===== config.mk =====
export PLATFORM = sky130hd
export DESIGN_NAME = stream_arbiter_qos_aging
export DESIGN_NICKNAME = d
export VERILOG_FILES = /design/src/rtl/stream_arbiter_qos_aging.sv
export SDC_FILE = /design/constraint.sdc
export NUM_CORES = 1
export LEC_CHECK = 0
export ABC_AREA = 0
export CAP_MARGIN = 10
export CELL_PAD_IN_SITES_DETAIL_PLACEMENT = 1
export CELL_PAD_IN_SITES_GLOBAL_PLACEMENT = 1
export CORE_ASPECT_RATIO = 0.75
export CORE_MARGIN = 3
export CORE_UTILIZATION = 37
export CTS_BUF_LIST = sky130_fd_sc_hd__clkbuf_2 sky130_fd_sc_hd__clkbuf_4 sky130_fd_sc_hd__clkbuf_8
export DETAILED_ROUTE_END_ITERATION = 10
export PLACE_DENSITY_LB_ADDON = 0.1
export RECOVER_POWER = 50
export SYNTH_ARGS = -nofsm -noshare
export SYNTH_HDL_FRONTEND = slang
export SYNTH_SLANG_ARGS = --single-unit

===== constraint.sdc =====
create_clock -name clk -period 4.1 [get_ports clk]
set_input_delay 0.41 -clock clk [delete_from_list [all_inputs] [get_ports clk]]
set_output_delay 0.41 -clock clk [all_outputs]
set_load 0.05 [all_outputs]

===== src/rtl/stream_arbiter_qos_aging.sv =====
// Packet-level N-to-1 stream arbiter with QoS priority, round-robin tie-break
// and starvation aging. A grant is taken in IDLE and held for the whole packet,
// until the last beat is accepted downstream.
//
// Ports:
//   clk, rst_n   clock and asynchronous active-low reset
//   s_data_i     per-stream beat data
//   s_qos_i      per-stream QoS, sampled only on the arbitration cycle
//   s_last_i     per-stream last-beat flag
//   s_valid_i    per-stream valid
//   s_ready_o    per-stream ready (only the granted stream can be ready)
//   m_data_o     output beat data
//   m_qos_o      QoS captured when the current packet was granted
//   m_id_o       index of the granted stream
//   m_last_o     output last-beat flag
//   m_valid_o    output valid
//   m_ready_i    output ready
module stream_arbiter_qos_aging #(
  parameter int unsigned T_DATA_WIDTH = 8,
  parameter int unsigned T_QOS__WIDTH = 4,
  parameter int unsigned STREAM_COUNT = 2,
  parameter int unsigned AGE_WIDTH    = 4,
  parameter int unsigned AGE_LIMIT    = 15
) (
  input  logic                                        clk,
  input  logic                                        rst_n,
  input  logic [STREAM_COUNT-1:0][T_DATA_WIDTH-1:0]   s_data_i,
  input  logic [STREAM_COUNT-1:0][T_QOS__WIDTH-1:0]   s_qos_i,
  input  logic [STREAM_COUNT-1:0]                     s_last_i,
  input  logic [STREAM_COUNT-1:0]                     s_valid_i,
  output logic [STREAM_COUNT-1:0]                     s_ready_o,
  output logic [T_DATA_WIDTH-1:0]                     m_data_o,
  output logic [T_QOS__WIDTH-1:0]                     m_qos_o,
  output logic [$clog2(STREAM_COUNT)-1:0]             m_id_o,
  output logic                                        m_last_o,
  output logic                                        m_valid_o,
  input  logic                                        m_ready_i
);

  localparam int unsigned IdWidth = $clog2(STREAM_COUNT);
  localparam logic [IdWidth-1:0]   LastIdx  = IdWidth'(STREAM_COUNT - 1);
  localparam logic [AGE_WIDTH-1:0] AgeLimit = AGE_LIMIT[AGE_WIDTH-1:0];
  localparam logic [AGE_WIDTH-1:0] AgeMax   = '1;
  localparam logic                 AgeOn    = (AGE_LIMIT != 0);

  typedef enum logic {StIdle, StBusy} state_e;

  state_e                                state_q, state_d;
  logic [IdWidth-1:0]                    grant_q, grant_d;
  logic [IdWidth-1:0]                    last_grant_q, last_grant_d;
  logic [T_QOS__WIDTH-1:0]               qos_q, qos_d;
  logic [STREAM_COUNT-1:0][AGE_WIDTH-1:0] age_q, age_d;

  logic [STREAM_COUNT-1:0] aged;
  logic                    arb_cycle;
  logic                    win_found;
  logic [IdWidth-1:0]      win_idx;
  logic                    win_aged;
  logic [T_QOS__WIDTH-1:0] win_qos;
  logic                    last_hs;

  always_comb begin
    for (int unsigned i = 0; i < STREAM_COUNT; i++) begin
      aged[i] = AgeOn && (age_q[i] >= AgeLimit);
    end
  end

  // Visit streams in round-robin order starting after last_grant. A later
  // candidate only replaces the current one when its key {aged, qos} is
  // strictly larger, so equal keys resolve to the earliest in RR order.
  always_comb begin
    int unsigned        sum;
    logic [IdWidth-1:0] idx;
    win_found = 1'b0;
    win_idx   = '0;
    win_aged  = 1'b0;
    win_qos   = '0;
    sum       = 0;
    idx       = '0;
    for (int unsigned k = 1; k <= STREAM_COUNT; k++) begin
      sum = 32'(last_grant_q) + k;
      if (sum >= STREAM_COUNT) begin
        sum = sum - STREAM_COUNT;
      end
      idx = sum[IdWidth-1:0];
      if (s_valid_i[idx]) begin
        if (!win_found ||
            (aged[idx] && !win_aged) ||
            ((aged[idx] == win_aged) && (s_qos_i[idx] > win_qos))) begin
          win_found = 1'b1;
          win_idx   = idx;
          win_aged  = aged[idx];
          win_qos   = s_qos_i[idx];
        end
      end
    end
  end

  assign arb_cycle = (state_q == StIdle) && win_found;

  // Ages move only on an arbitration cycle: winner and idle streams clear,
  // waiting losers count up and saturate.
  always_comb begin
    age_d = age_q;
    if (arb_cycle) begin
      for (int unsigned i = 0; i < STREAM_COUNT; i++) begin
        if (IdWidth'(i) == win_idx) begin
          age_d[i] = '0;
        end else if (s_valid_i[i]) begin
          age_d[i] = (age_q[i] == AgeMax) ? age_q[i] : age_q[i] + AGE_WIDTH'(1);
        end else begin
          age_d[i] = '0;
        end
      end
    end
  end

  // Datapath: pure pass-through from the granted stream while BUSY.
  always_comb begin
    m_data_o  = '0;
    m_qos_o   = '0;
    m_id_o    = '0;
    m_last_o  = 1'b0;
    m_valid_o = 1'b0;
    s_ready_o = '0;
    if (state_q == StBusy) begin
      m_data_o           = s_data_i[grant_q];
      m_qos_o            = qos_q;
      m_id_o             = grant_q;
      m_last_o           = s_last_i[grant_q];
      m_valid_o          = s_valid_i[grant_q];
      s_ready_o[grant_q] = m_ready_i;
    end
  end

  assign last_hs = s_valid_i[grant_q] & m_ready_i & s_last_i[grant_q];

  always_comb begin
    state_d      = state_q;
    grant_d      = grant_q;
    last_grant_d = last_grant_q;
    qos_d        = qos_q;
    unique case (state_q)
      StIdle: begin
        if (win_found) begin
          state_d = StBusy;
          grant_d = win_idx;
          qos_d   = win_qos;
        end
      end
      StBusy: begin
        if (last_hs) begin
          state_d      = StIdle;
          last_grant_d = grant_q;
        end
      end
      default: state_d = StIdle;
    endcase
  end

  always_ff @(posedge clk or negedge rst_n) begin
    if (!rst_n) begin
      state_q      <= StIdle;
      grant_q      <= '0;
      last_grant_q <= LastIdx;
      qos_q        <= '0;
      age_q        <= '0;
    end else begin
      state_q      <= state_d;
      grant_q      <= grant_d;
      last_grant_q <= last_grant_d;
      qos_q        <= qos_d;
      age_q        <= age_d;
    end
  end

endmodule


======== Word level (Yosys, flattened, before mapping) ========
Cells that the tools add are included.
Widths: inputs -> output; s select.
storage, ports and cells
  register bits after elaboration ......... 15
  latch bits .............................. 0
  memory bits (writable) .................. 0
  bits in read-only memories .............. 0
  bits of input ports ..................... 31
  output and inout port bits .............. 17
  word-level logic and storage cells ...... 89
  memories kept ........................... 0
operators by class
  add/sub/neg operators ................... 6
  multiply operators ...................... 0
  divide/modulo/power cells ............... 0
  order comparisons ....................... 9
  equal/unequal tests ..................... 5
  shifts and indexed selects .............. 0
  muxes and demuxes ....................... 47
  bitwise logic cells ..................... 4
  reduce and logical (&&, ||, !) cells .... 12
operators by type and width
  operator             number
  $mux 4               14
  $mux 1               27
  $mux 8               3
  $add 4x1->4 const B  2
  $eq 4x4->1 const B   2
  $ge 4x4->1 const B   2
  $reduce_and 2->1     4
  $lt 1x2->1 const B   3
  $ne 3x3->1 const B   2
  $gt 4x4->1           1
  $logic_and 1x1->1    4
  $add 1x2->3 const B  1
  $ge 3x2->1 const B   1
  $add 1x1->2 const B  1
  $and 1x1->1          2
  $and 2x2->2          1
  $ge 2x2->1 const B   1
  $logic_not 1->1      2
  $logic_or 1x1->1     2
  $mux 2               1
  $pmux 1 s2           1
  $sub 1x1->1 const B  2
  $demux 1 s1          1
  $eq 1x1->1           1
  other kinds (2)      2

======== Depth between registers and ports, before layout ========
Gate-level depths: netlist (run 1).
  depth after elaboration ................. 14
  mapped depth ............................ 9
  mapped depth without buffers ............ 8

======== Least setup slack after synthesis (run 1) ========
No wires, ideal clock.
  kind .................................... reg2reg
  start point ............................. register last_grant_q
  end point ............................... register age_q[3] in the netlist's numbering
  library setup time ...................... 0.103 ns
  data arrival time ....................... 2.328 ns
  data required time ...................... 3.997 ns
  slack ................................... 1.669 ns
  cell stages (with the launch flop) ...... 9
  path buffers ............................ 2
  clock period less this slack ............ 2.431 ns
  cells stage by stage .................... dfstp_2 buf_2 buf_2 mux2_2 ha_1 a211oi_2 a21oi_4 xor2_2 o41ai_2
on the way
  longest elaborated chain between the ends .. 14
  elaborated cells between the ends (all ways) .. 40
  those cells by class .................... 4 x add/sub; 3 x order compare; 2 x eq/ne; 23 x mux; 8 x reduce/logical
RTL lines
  item                                                 line  source
  from (decl)                                          50    logic [IdWidth-1:0] last_grant_q, last_grant_d;
  from (signal assigned)                               165   last_grant_q <= LastIdx;
  from (signal assigned)                               171   last_grant_q <= last_grant_d;
  branches (longest 14 deep; another with $gt 4x4->1)  n/a
  to (signal assigned)                                 173   age_q <= age_d;
  to (decl)                                            52    logic [STREAM_COUNT-1:0][AGE_WIDTH-1:0] age_q, age_d;
Parallel ways; which one is timed is not known. The select of a mux whose other input is x is not followed.
A chain may end at the register's enable or synchronous reset.

======== Worst setup path after layout (run 1) ========
  start point ............................. input s_valid_i[1]
  end point ............................... register age_q[7] in the netlist's numbering
on the way
  longest elaborated chain between the ends .. 11
  elaborated cells between the ends (all ways) .. 25
  those cells by class .................... 1 x order compare; 2 x eq/ne; 14 x mux; 8 x reduce/logical
RTL lines
  item                                                 line  source
  from (decl)                                          30    input logic [STREAM_COUNT-1:0] s_valid_i,
  branches (longest 11 deep; another with $gt 4x4->1)  n/a
Parallel ways; which one is timed is not known. The select of a mux whose other input is x is not followed.

==> results_dict.tcl, run 1 <==
set metrics [dict create \
    ys_seq_area_share_pct 26.8 \
    grt_most_used_layer "met2" \
    critPathKind "input pin to flop" \
    met2_usage_pct 37.3 \
    rsz0062_at_grt "false" \
    diodes 0 \
    gr-total-overflow 0 \
    dp_hpwl_mm 3.64 \
    synth_cell_types 41 \
    power_leakage_nw 0.770 \
    synthAdderAreaFrac_pct 6.24 \
    start_util_pct 40.5 \
    grt_max_degree 26 \
    max_freq_mhz 342 \
    worst_slew_pin_slew_ps 743 \
    syn_nets 198 \
    status "completed" \
    final_cell_mix "clkdlybuf4s50_1, nand2_1, dfrtp_1" \
    hold_viol_final 0 \
    drt_iter0_drc 47 \
    end_kind "flop" \
    synth_top_family_by_area "simple AND/OR/NAND/NOR gates" \
    finalSetupViolCount 0 \
    synthMuxAreaShare_pct 11.9 \
    layout-drive-gt1-share_pct 10.6 \
    antenna_found_initial 0 \
    coreArea_sq_um 3470 \
    fin_crit_sh_pct 71.4 \
    synthXorXnorAreaFrac_pct 2.32 \
    hold_class "flop to flop" \
    synth-seq-cells 15 \
    finalWirelength_mm 4.73 \
    cts.sinks 15 \
    final_util_pct 55.7 \
    numCtsBuffers 3 \
    worstSetupStartpointType "input pin" \
    viasPerCell 5.57 \
    netlist_area_sq_um 1400 \
    portBuffers 47 \
    grt_pass1_vias 1456 \
    finalWorstSetupSlack_ps 1170 \
    grt_use_met1_pct 27.6 \
    layout_commonest_cell "clkdlybuf4s50_1" \
    die_area_sq_um 4580 \
    hold_slack_ps 504 \
    synth_compound_area_share_pct 23.3 \
    slew_headroom_pct 50.3 \
    power_density_nw_per_um2 505 \
    row_count 18 \
    cap_violations 0 \
    drc 0 \
    cts_hold_buf 0 \
    synth_warnings 0 \
    firstDrtPassIters 4 \
    synth_area_leader_cell "dfrtp_1" \
    ioPinCount 48 \
    cts_post_setup_buffers_inserted 0 \
    cts_max_level 1 \
    synth_area_leaders "dfrtp_1, mux2i_1, ha_1, nand2_1, nor2b_1" \
    syn_avg_cell_area_sq_um 8.77 \
    finalSetupTns_ps 0 \
    synthSimpleGateAreaFrac_pct 25.9 \
    irDropWorstVdd_mv 0.328 \
    use_met3_pct 5.02 \
    finalMaxSlewViolations 0 \
    wl_per_cell_um 19.0 \
    cts_root_buf "clkbuf_8" \
    finClkSkew_ps 7.76 \
    cts_tree "yes" \
    die_y_um 59.3 \
    clk_latency_ps 260 \
    worstPathRequired_ps 4240 \
    grt_pass1_wl_mm 7.65 \
    grt_usage_pct 21.3 \
    min_period_ps 2930 \
    synthCells 160 \
    final_nets 238 \
    clockBufferDepth 2 \
    gp_congestion 0.871 \
    synth.top_cell.area_share_pct 25.0 \
    dp_slack_ps 988 \
    path_max_fanout 8 \
    ant_nets 0 \
    arrival_ps 3060 \
    ctsResizeCount 0 \
    fp.dieW_um 77.1 \
    clk_pin_slew_ps 60 \
    vias 1388 \
    syn_to_final_growth_pct 37.7 \
]
logic make-up (layout without fill, tap and decap cells):
kind of cell               after synthesis  count (layout)
buffers and inverters                   12              51
DFF                                     15              15
xor gates and xnor gates                 2               2
AOI/OAI and AO/OA                       38              38
adders and majority gates                7               7
muxes                                   16              16
and+or+nand+nor                         70              70
final timing paths:
kind | start | endpoint | slack [ps] | cells past startpoint
max reg2reg | last_grant_q$_DFFE_PN1P_ | age_q[7]$_DFFE_PN0P_ | 1310 | 7
max | s_valid_i[1] | age_q[7]$_DFFE_PN0P_ | 1170 | 9
min in group asynchronous | rst_n | age_q[2]$_DFFE_PN0P_ | 660 | 1
min | qos_q[0]$_DFFE_PN0P_ | qos_q[0]$_DFFE_PN0P_ | 500 | 2
max in group asynchronous | rst_n | qos_q[3]$_DFFE_PN0P_ | 2970 | 1
min reg2reg | qos_q[0]$_DFFE_PN0P_ | qos_q[0]$_DFFE_PN0P_ | 500 | 2
layout make-up:
cell class	count	area (sq um)
Clock inverter	1	5.00
Clock buffer	3	41.3
Timing Repair Buffer	47	470
Sequential cell	15	377
Fill cell	423	1540
Tap cell	50	62.6
Multi-Input combinational cell	133	977
state kept, by name, summed over array words and instances (netlist names):
register	cells
qos_q	4
grant_q	1
state_q	1
age_q	8
last_grant_q	1
routing by layer:
layer / vias up / wire [um]
li1: 665 / -
met4: 0 / 27
met5: - / 0
met3: 4 / 221
met2: 29 / 2480
met1: 690 / 2000
cell usage after synthesis (all sizes together):
cell type,number
or2,1
nand2,20
a211o,1
and3,3
o2111ai,3
and2,5
o21ai,3
a32oi,4
xnor2,1
buf,6
a211oi,1
dfrtp,14
xor2,1
o41ai,4
nor3b,3
nand4,2
mux2i,11
a41oi,1
ha,7
a31oi,1
dfstp,1
nand2b,1
mux2,5
clkbuf,6
nand3,5
a21oi,11
nor2b,13
o211ai,3
nor3,2
o32a,1
o31ai,4
a32o,1
and3b,2
nor2,13
power by group:
group | switching (mW) | leakage [nW] | total, mW | internal (mW)
combinational | 0.363 | 0.550 | 0.589 | 0.226
sequential | 0.0731 | 0.195 | 0.261 | 0.188
clock | 0.0584 | 0.0255 | 0.126 | 0.0675
total | 0.495 | 0.770 | 0.977 | 0.482
critical path: stages:
cell             delay [ps]
clkdlybuf4s50_1         610
nor2b_1                 400
a32oi_1                 150
ha_1                    430
nand4_1                 170
a21oi_2                 230
a21oi_4                  90
xnor2_2                 200
o41ai_2                 380
per-stage QoR:
| stage | total power, mW | std cells | area (sq um) |
|---|---|---|---|
| floorplan | 0.660 | 160 | 1400 |
| global placement | 0.840 | 245 | 1890 |
| detailed placement | 0.862 | 245 | 1890 |
| CTS | 0.995 | 249 | 1930 |
| global route | 1.03 | 249 | 1930 |
| finish | 0.977 | 249 | 1930 |
Power figures use the tool's default switching activity.
==> run 2: changes to the inputs <==
- CORE_UTILIZATION: 37 -> 34
- clock period: 4.1 -> 2.7 ns (I/O delays scaled with it)
==> results_dict.tcl, run 2 (same netlist as run 1, synthesis figures left out) <==
set metrics [dict create \
    reg2reg_depth 6 \
    power_leakage_nw 0.799 \
    start_util_pct 36.9 \
    numCtsBuffers 3 \
    syn_to_final_growth_pct 42.2 \
    worstPathRequired_ps 2430 \
    reg2reg_setup_slack_ps 140 \
    cts_hold_buf 0 \
    layout_commonest_cell "clkdlybuf4s50_1" \
    max_freq_mhz 391 \
    firstDrtPassIters 4 \
    rsz0062_at_grt "false" \
    finalWirelength_mm 4.31 \
    max_flop_register "age_q" \
    finalMaxSlewViolations 0 \
    worstHoldEndpoint "qos_q[0]$_DFFE_PN0P_" \
    r2r-end "age_q[2]$_DFFE_PN0P_" \
    finalSetupViolCount 0 \
    clk_latency_ps 260 \
    gr-total-overflow 0 \
    hold_class "flop to flop" \
    dp_hpwl_mm 3.27 \
    die_y_um 61.7 \
    path_max_fanout 16 \
    drt_iter0_drc 45 \
    clk_pin_slew_ps 70 \
    portBuffers 47 \
    grt_usage_pct 18.8 \
    layout-drive-gt1-share_pct 14.0 \
    worstHoldPathCells 2 \
    wl_per_cell_um 16.6 \
    hold_slack_ps 496 \
    dp_slack_ps 61.2 \
    viasPerCell 5.41 \
    hold_viol_final 0 \
    coreArea_sq_um 3800 \
    final_util_pct 52.5 \
    row_count 19 \
    fin_crit_sh_pct 94.8 \
    power_density_nw_per_um2 748 \
    cts_tree "yes" \
    gp_congestion 0.916 \
    diodes 0 \
    die_area_sq_um 4940 \
    worst_slew_pin_slew_ps 730 \
    top_regs "age_q (8), qos_q (4)" \
    finClkSkew_ps 2.09 \
    fp.dieW_um 80.2 \
    worstSetupStartpointType "flop" \
    largest_register_ff_count 8 \
    finalSetupTns_ps 0 \
    final_nets 246 \
    min_period_ps 2560 \
    end_kind "primary output" \
    antenna_found_initial 0 \
    cts_root_buf "clkbuf_8" \
    finalWorstSetupSlack_ps 141 \
    arrival_ps 2290 \
    min-delay-start "qos_q[0]$_DFFE_PN0P_" \
    cts_max_level 1 \
    critPathKind "flop to primary output" \
    r2r-start "last_grant_q$_DFFE_PN1P_" \
    ant_nets 0 \
    final_cell_mix "clkdlybuf4s50_1, nand2_1, dfrtp_1" \
    vias 1401 \
    irDropWorstVdd_mv 0.384 \
    ioPinCount 48 \
    cts.sinks 15 \
    clockBufferDepth 2 \
    power_mw 1.49 \
    grt_pass1_vias 1432 \
    slew_headroom_pct 51.1 \
    drc 0 \
    cap_violations 0 \
    grt_max_degree 26 \
    grt_pass1_wl_mm 7.16 \
    status "completed" \
]
run 2: worst max path at each step:
stage | from | end
after CTS | grant_q$_DFFE_PN0P_ | m_last_o
after global routing | last_grant_q$_DFFE_PN1P_ | age_q[3]$_DFFE_PN0P_
after detailed placement | s_valid_i[1] | age_q[2]$_DFFE_PN0P_
after floorplan | last_grant_q$_DFFE_PN1P_ | age_q[3]$_DFFE_PN0P_
after global placement | s_valid_i[1] | age_q[7]$_DFFE_PN0P_
final | grant_q$_DFFE_PN0P_ | m_last_o
run 2: critical path, cell delays in order, from the launching register on:
cell and delay, ps:
dfrtp_1 800, mux2i_1 220, nor2b_1 180, clkdlybuf4s50_1 820
run 2: cell type report:
class	instances	area [sq um]
flip-flops and latches	15	380
clock buffers	3	41.3
clock inverters	1	7.51
fillers	451	1810
well taps	52	65.1
repair buffers	55	524
multi-input cells	133	977
run 2: metal layers:
metal  global-route usage (%)  up-vias  wire (um)
met4                     5.54        0         46
met3                     3.36        4        217
li1                         -      684          -
met5                        0        -          0
met2                     33.8       33       2100
met1                     23.4      680       1950
run 2: repair_timing:
action | 4_1_cts | 5_1_grt
endpoints found under the setup margin | 0 | 4
resized for setup | 0 | 1
setup buffers | 0 | 0
run 2: metrics by stage:
| stage | cell area (sq um) | instances |
|---|---|---|
| after CTS | 2000 | 259 |
| final | 2000 | 259 |
| after floorplan | 1400 | 160 |
| after global placement | 1950 | 255 |
| after detailed placement | 1950 | 255 |
| after global routing | 2000 | 259 |
run 2: where the power goes:
part	switching [mW]	internal [mW]
Sequential	0.105	0.287
Clock	0.0969	0.104
Combinational	0.545	0.356
Total	0.746	0.747
==> run 3: changes to the inputs <==
- CELL_PAD_IN_SITES_GLOBAL_PLACEMENT: 1 -> 2
- CORE_UTILIZATION: 34 -> 27
- SETUP_SLACK_MARGIN: not set -> 0.05
==> results_dict.tcl, run 3 (same netlist as run 1, synthesis figures left out) <==
set metrics [dict create \
    drt_iter0_drc 37 \
    clk_pin_slew_ps 70 \
    coreArea_sq_um 4950 \
    grt_usage_pct 16.1 \
    portBuffers 47 \
    worstHoldPathCells 2 \
    wl_per_cell_um 16.6 \
    worstPathRequired_ps 2850 \
    final_cell_area_sq_um 2070 \
    min_period_ps 2540 \
    diodes 0 \
    gp_congestion 0.822 \
    rsz0062_at_grt "false" \
    largest_register_ff_count 8 \
    fp.dieW_um 89.3 \
    finalSetupViolCount 0 \
    finalWorstSetupSlack_ps 160 \
    arrival_ps 2690 \
    reg2reg_depth 8 \
    fin_crit_sh_pct 94.1 \
    grt_max_degree 26 \
    placedCellCount 268 \
    dp_hpwl_mm 3.55 \
    dp_slack_ps -53.5 \
    status "completed" \
    power_density_nw_per_um2 729 \
    firstDrtPassIters 4 \
    fin_cells 273 \
    clk_latency_ps 250 \
    gr-total-overflow 0 \
    numCtsBuffers 3 \
    hold_viol_final 0 \
    cap_violations 0 \
    end_kind "flop" \
    ant_nets 0 \
    reg2reg_setup_slack_ps 160 \
    worst_slew_pin_slew_ps 832 \
    cts_hold_buf 0 \
    final_util_pct 41.8 \
    ioPinCount 48 \
    r2r-start "last_grant_q$_DFFE_PN1P_" \
    fillers 593 \
    start_util_pct 28.3 \
    grt_pass1_wl_mm 7.47 \
    top_regs "age_q (8), qos_q (4)" \
    min-delay-start "qos_q[0]$_DFFE_PN0P_" \
    final_cell_mix "clkdlybuf4s50_1, nand2_1, dfrtp_1, buf_4, nor2_1" \
    irDropWorstVdd_mv 0.581 \
    vias 1452 \
    worstSetupStartpointType "flop" \
    die_y_um 68.4 \
    critPathKind "flop to flop" \
    finalMaxSlewViolations 0 \
    hold_class "flop to flop" \
    crit_start "last_grant_q$_DFFE_PN1P_" \
    path_max_fanout 10 \
    antenna_found_initial 0 \
    row_count 22 \
    clockBufferDepth 2 \
    finalSetupTns_ps 0 \
    final_nets 252 \
    placed_cell_area_sq_um 1990 \
    cts_tree "yes" \
    cts_root_buf "clkbuf_8" \
    power_leakage_nw 0.841 \
    layout-drive-gt1-share_pct 17.8 \
    finalWirelength_mm 4.53 \
    finClkSkew_ps 3.55 \
    drc 0 \
    syn_to_final_growth_pct 47.5 \
    power_mw 1.51 \
    die_area_sq_um 6110 \
    viasPerCell 5.32 \
    layout_commonest_cell "clkdlybuf4s50_1" \
    cts_max_level 1 \
    slew_headroom_pct 44.3 \
    hold_slack_ps 494 \
    max_freq_mhz 394 \
    cts.sinks 15 \
    grt_pass1_vias 1550 \
    max_flop_register "age_q" \
]
==> run 3: final timing paths <==
| kind | to |
|---|---|
| setup / recovery | age_q[3]$_DFFE_PN0P_ |
| hold reg to reg | qos_q[0]$_DFFE_PN0P_ |
| max in group asynchronous | qos_q[0]$_DFFE_PN0P_ |
| setup reg to reg | age_q[3]$_DFFE_PN0P_ |
| hold / removal | qos_q[0]$_DFFE_PN0P_ |
| min in group asynchronous | age_q[7]$_DFFE_PN0P_ |
==> run 3: what timing repair did <==
| action | 4_1_cts | 5_1_grt |
|---|---|---|
| buffers inserted | 0 | 1 |
| gates resized for setup | 0 | 3 |
| setup endpoints to repair | 0 | 13 |
==> run 3: cell type report <==
type                       instances  area [sq um]  area share (%)
clock buffer                       3          41.3            1.99
clock inverter                     1          5.00           0.242
multi-input combinational        133           987            47.7
sequential                        15           377            18.2
tap                               60          75.1            3.63
timing repair buffer              61           586            28.3
==> run 3: layer usage <==
| layer | GRT usage [%] | wire (um) |
|---|---|---|
| met4 | 5.02 | 41 |
| met1 | 21.0 | 2090 |
| met3 | 3.61 | 214 |
| met2 | 26.5 | 2190 |
| met5 | 0 | 0 |
==> run 3: power by group <==
part	switching [mW]	internal [mW]	leakage, nW
Combinational	0.565	0.378	0.621
Clock	0.0913	0.103	0.0255
Sequential	0.0867	0.286	0.195
Total	0.744	0.767	0.841
==> run 3: critical path, stage by stage (launching register included) <==
cell	delay [ps]
dfstp_2	560
buf_12	130
mux2_2	360
ha_1	370
nand4_1	160
a21oi_2	220
a21oi_4	80
xor2_2	200
o41ai_2	350
